**config.mk**
```make
export PLATFORM = sky130hd
export DESIGN_NAME = reg_file_param
export DESIGN_NICKNAME = d
export VERILOG_FILES = /design/src/rtl/reg_file_pkg.sv /design/src/rtl/reg_file_clear_seq.sv /design/src/rtl/reg_file_param.sv
export SDC_FILE = /design/constraint.sdc
export NUM_CORES = 2
export LEC_CHECK = 0
export BUFFER_PORTS_ARGS = -buffer_cell sky130_fd_sc_hd__buf_2
export CELL_PAD_IN_SITES_DETAIL_PLACEMENT = 1
export CELL_PAD_IN_SITES_GLOBAL_PLACEMENT = 2
export CORE_MARGIN = 4
export CORE_UTILIZATION = 45
export DETAILED_ROUTE_END_ITERATION = 8
export GPL_TIMING_DRIVEN = 0
export PLACE_DENSITY = 0.9
export SETUP_SLACK_MARGIN = 0.5
export SYNTH_ARGS = -nofsm -noshare
export SYNTH_HDL_FRONTEND = slang
export SYNTH_SLANG_ARGS = --single-unit
```
**constraint.sdc**
```tcl
create_clock -name clk -period 5.78 [get_ports clk]
set_clock_uncertainty 0.2 [all_clocks]
set_input_delay 1.734 -clock clk [delete_from_list [all_inputs] [get_ports clk]]
set_output_delay 1.734 -clock clk [all_outputs]
set_load 0.01 [all_outputs]
```
**src/rtl/reg_file_pkg.sv**
```systemverilog
// Shared definitions for the parameterised register file and its clear sequencer.
package reg_file_pkg;

   localparam int unsigned DEF_DATA_W  = 32;
   localparam int unsigned DEF_ADDR_W  = 5;
   localparam int unsigned DEF_SP_IDX  = 2;
   localparam logic [31:0] DEF_SP_INIT = 32'h1001_03FC;

   typedef enum logic [0:0] {
      IDLE  = 1'b0,
      CLEAR = 1'b1
   } clr_state_e;

endpackage

```
**src/rtl/reg_file_clear_seq.sv**
```systemverilog
// Sequential clear controller: walks indices 1..NUM_REGS-1, one per cycle,
// and drives the clear write port of the register array.
//
//   state | meaning
//   ------+---------------------------------------------------------------
//   IDLE  | no clear running; user writes allowed; clear_i starts a sweep
//   CLEAR | busy; index cnt is rewritten to its clear value this cycle
module reg_file_clear_seq
   import reg_file_pkg::*;
#(
   parameter int unsigned ADDR_W = DEF_ADDR_W
) (
   input  logic              clk,
   input  logic              reset,
   input  logic              clear_i,
   output logic              busy_o,
   output logic              clear_done_o,
   output logic              clr_we,
   output logic [ADDR_W-1:0] clr_idx
);

   localparam logic [ADDR_W-1:0] LAST_IDX = {ADDR_W{1'b1}};

   clr_state_e        state;
   logic [ADDR_W-1:0] cnt;
   logic              done_q;

   // State, index counter and one-cycle done pulse; index 0 is skipped since it is hardwired to zero.
   always_ff @(posedge clk or negedge reset) begin
      if (!reset) begin
         state  <= IDLE;
         cnt    <= '0;
         done_q <= 1'b0;
      end else begin
         done_q <= 1'b0;
         case (state)
            IDLE: begin
               if (clear_i) begin
                  state <= CLEAR;
                  cnt   <= ADDR_W'(1);
               end
            end
            CLEAR: begin
               if (cnt == LAST_IDX) begin
                  state  <= IDLE;
                  done_q <= 1'b1;
               end else begin
                  cnt <= cnt + ADDR_W'(1);
               end
            end
            default: state <= IDLE;
         endcase
      end
   end

   assign busy_o       = (state == CLEAR);
   assign clear_done_o = done_q;
   assign clr_we       = busy_o;
   assign clr_idx      = cnt;

endmodule

```
**src/rtl/reg_file_param.sv**
```systemverilog
// Parameterised 2-read/1-write register file with a hardwired-zero index 0,
// one register with a non-zero reset value, and a sequential clear.
// Optional macro REGFILE_BYPASS_EN forwards an accepted write to a matching
// read port in the same cycle; without it reads show the pre-write value.
module reg_file_param
   import reg_file_pkg::*;
#(
   parameter int unsigned  DATA_W  = DEF_DATA_W,
   parameter int unsigned  ADDR_W  = DEF_ADDR_W,
   parameter int unsigned  SP_IDX  = DEF_SP_IDX,
   parameter logic [DATA_W-1:0] SP_INIT = DATA_W'(DEF_SP_INIT)
) (
   input  logic              clk,
   input  logic              reset,
   input  logic              reg_write_i,
   input  logic [ADDR_W-1:0] write_register_i,
   input  logic [DATA_W-1:0] write_data_i,
   input  logic [ADDR_W-1:0] read_register_1_i,
   input  logic [ADDR_W-1:0] read_register_2_i,
   output logic [DATA_W-1:0] read_data_1_o,
   output logic [DATA_W-1:0] read_data_2_o,
   input  logic              clear_i,
   output logic              busy_o,
   output logic              clear_done_o
);

   localparam int unsigned       NUM_REGS = 2 ** ADDR_W;
   localparam logic [ADDR_W-1:0] SP_IDX_A = ADDR_W'(SP_IDX);

   logic [DATA_W-1:0] regs [NUM_REGS];
   logic              clr_we;
   logic [ADDR_W-1:0] clr_idx;
   logic              wr_acc;
   logic [DATA_W-1:0] rd1;
   logic [DATA_W-1:0] rd2;

   reg_file_clear_seq #(
      .ADDR_W (ADDR_W)
   ) u_clear_seq (
      .clk          (clk),
      .reset        (reset),
      .clear_i      (clear_i),
      .busy_o       (busy_o),
      .clear_done_o (clear_done_o),
      .clr_we       (clr_we),
      .clr_idx      (clr_idx)
   );

   // Writes to index 0 are dropped here so the array entry never leaves zero.
   assign wr_acc = reg_write_i && !busy_o && (write_register_i != '0);

   // Array update: reset values, then clear sweep, else accepted user write.
   always_ff @(posedge clk or negedge reset) begin
      if (!reset) begin
         for (int i = 0; i < NUM_REGS; i++) begin
            regs[i] <= (i == SP_IDX) ? SP_INIT : '0;
         end
      end else if (clr_we) begin
         regs[clr_idx] <= (clr_idx == SP_IDX_A) ? SP_INIT : '0;
      end else if (wr_acc) begin
         regs[write_register_i] <= write_data_i;
      end
   end

   // Combinational read port 1, optionally bypassing the in-flight write.
   always_comb begin
      rd1 = (read_register_1_i == '0) ? '0 : regs[read_register_1_i];
`ifdef REGFILE_BYPASS_EN
      if (wr_acc && (write_register_i == read_register_1_i)) rd1 = write_data_i;
`endif
   end

   // Combinational read port 2, optionally bypassing the in-flight write.
   always_comb begin
      rd2 = (read_register_2_i == '0) ? '0 : regs[read_register_2_i];
`ifdef REGFILE_BYPASS_EN
      if (wr_acc && (write_register_i == read_register_2_i)) rd2 = write_data_i;
`endif
   end

   assign read_data_1_o = rd1;
   assign read_data_2_o = rd2;

endmodule

```
==> qor.yml <==
period_share: 1.03
areaGrowthSynthToFinish_pct: 22.9
final_common_cell: "dfrtp_1"
tightest_slew_ps: 1470
cts-htree-levels: 3
cp.buffers_inverters: 4
synth_edf_count: 0
cp-start-kind: "input port"
vias_per_cell: 7.39
cp_cell_sequence: "buf_2 > buf_4 > clkbuf_1 > a221oi_1 > o21ai_1 > a31oi_4 > buf_2"
clock_tree.root_cell: "clkbuf_16"
crit_family: "buffers and inverters"
violations: "design-rule violations, negative setup slack"
drc: 1
slowest_delay_ps: 920
cts.sinks: 1031
initial_core_util: 0.455
grt_pass1_wl_um: 413000
synth_top_flop_cell: "dfrtp_1"
final_cells: 7085
layout_setup_ws_ps: -202
finalCriticalPeriod_ps: 5980
grt_use_total: 0.417
fin_nets: 5270
place_inst: 6711
detail-route-antenna-nets: 0
num_rows: 133
drive_gt1_frac: 0.452
gp_congestion: 1.05
avgSynthCellArea_um2: 12.4
wirelength_um: 304000
register_area_mm2: 0.0258
crit_path_end_kind: "primary output"
hpwl_um: 200000
crit_path_max_fanout: 10
max_freq_mhz: 167
dieArea_mm2: 0.139
drv_cap: 0
wl_per_cell_um: 42.9
synth-seq-cells: 1031
numCtsBuffers: 117
io-pin-count: 117
synth.net_count: 4896
die_h_um: 373
syn_area_mm2: 0.0601
power.leakage_nw: 31.7
cts_tree: "yes"
fill_cells: 13021
firstDrtPassIters: 9
ys_types: 56
grt_setup_unrepaired: "yes"
async_reset_ff_frac: 1.00
status: "finished, violations left"
synth_warnings: 0
cpMostUsedCell: "buf_2"
crit_type: "in2out"
slowest_stage: "clkbuf_1"
post-route-util: 0.559
syn-instance-count: 4840
setup_violations: 8
required_ps: 3850
clk_latency_ps: 800
coreArea_mm2: 0.132
ir_worst_vdd_uv: 338
grt_max_degree: 164
crit_arrival_ps: 4050
grt_antenna_before_repair: 13
grt-ovfl-total: 0
layout_common_cells: "dfrtp_1 (1,021), nor2_1 (889), mux2_2 (817), mux4_2 (448), clkbuf_1 (246)"
seq_area_frac_synth: 0.430
final-hold-violation-count: 0
via_count: 52331
cts.clk_slew.worst_paths_ps: 60
multi_input_area_mm2: 0.0342
port_buffers: 108
grt_pass1_vias: 53661
pre_cts_ws_ps: -2140
die-width_um: 373
cellPowerDensity_mw_per_mm2: 286
hold_path_class: "reg2reg"
drtIter0Drc: 7879
cts_hold_buf: 0
slew_viol_final: 0
slew_headroom: 0.0193
clockBufferDepth: 3
## power by group
group | total (mW) | internal, mW | switching [mW]
clock network | 8.12 | 4.68 | 3.44
registers | 7.96 | 7.59 | 0.369
logic | 5.03 | 1.80 | 3.23
total | 21.1 | 14.1 | 7.04
## kinds of logic after synthesis
kind of cell               share of synthesized area
AOI/OAI and AO/OA                             0.0711
xor gates and xnor gates                    0.000437
adders and majority gates                    0.00104
buffers and inverters                         0.0427
DFF                                            0.430
muxes                                          0.378
and+or+nand+nor                               0.0769
## path summary, 6_finish.rpt
path,slack (ps),from,cells past startpoint,end
max in group asynchronous,2320,reset,4,regs[526]
setup reg to reg,1210,u_clear_seq.busy_o,7,regs[844]
hold reg to reg,300,regs[999],1,regs[999]
setup / recovery,-200,read_register_1_i[3],7,read_data_1_o[16]
hold / removal,300,regs[999],1,regs[999]
min in group asynchronous,640,reset,1,regs[251]
## per-stage QoR
step	hold WS, ps	instance area [µm²]	TNS (ps)	power, mW
CTS	305	72000	0	20.5
detailed placement	289	63000	-97720	12.1
floorplan	260	60100	0	10.3
global route	325	73800	-39.7	21.4
finish	305	73800	-505	21.1
global placement	275	62800	-	12.0
## layer usage
layer / up-vias / track usage / part of all wire
met1: 27109 / 0.502 / 0.34
li1: 18638 / - / -
met4: 10 / 0.323 / 0.10
met3: 1638 / 0.190 / 0.15
met2: 4936 / 0.576 / 0.41
met5: - / 0.00686 / 0.0015
## flip-flops by register name, indices dropped and copies added (netlist names)
signal and flops:
u_clear_seq.clr_idx 5, u_clear_seq.busy_o 1, regs 1024, u_clear_seq.clear_done_o 1
## cells in the mapped netlist (22+ instances only)
cell type / count / share of area
nor2b_1: 41 / 0.0043
dfrtp_1: 1021 / 0.43
buf_2: 113 / 0.0094
mux2_2: 818 / 0.15
nand2b_1: 37 / 0.0039
o21ai_0: 138 / 0.011
a31oi_1: 32 / 0.0033
a22o_1: 22 / 0.0032
clkbuf_1: 323 / 0.020
mux2_4: 60 / 0.015
mux2i_1: 193 / 0.032
nor2_1: 896 / 0.056
o211ai_1: 32 / 0.0040
a211oi_1: 32 / 0.0040
inv_1: 47 / 0.0029
nand2_1: 102 / 0.0064
a221o_1: 32 / 0.0053
buf_4: 46 / 0.0057
a221oi_1: 51 / 0.0074
and2_1: 27 / 0.0028
a22oi_1: 64 / 0.0080
a311oi_1: 32 / 0.0047
mux4_2: 448 / 0.17
mux2_1: 52 / 0.0097
o31ai_1: 23 / 0.0029
## area by class of cell
cell class	instances	area share
sequential	1031	0.350
tap	1755	0.0297
multi-input combinational	3245	0.463
timing repair buffer	255	0.0373
inverter	47	0.00239
clock inverter	45	0.00717
clock buffer	175	0.0478
antenna	15	0.000508
buffer	517	0.0630
## repair_timing
| item | 4_1_cts | 5_1_grt |
|---|---|---|
| pin swaps | 85 | 99 |
| setup buffers | 59 | 53 |
| setup endpoints to repair | 64 | 64 |
| resized for setup | 959 | 251 |
| cloned | 20 | 7 |
## worst reg2reg max path, stage by stage, from the launching register on
cell and delay, ps:
dfrtp_1 520, buf_2 320, buf_2 440, nand2_1 550
nor2_1 1070, a21o_1 480, clkbuf_1 590, o21ai_0 230
Note: power is estimated with default switching activity, not from simulation.
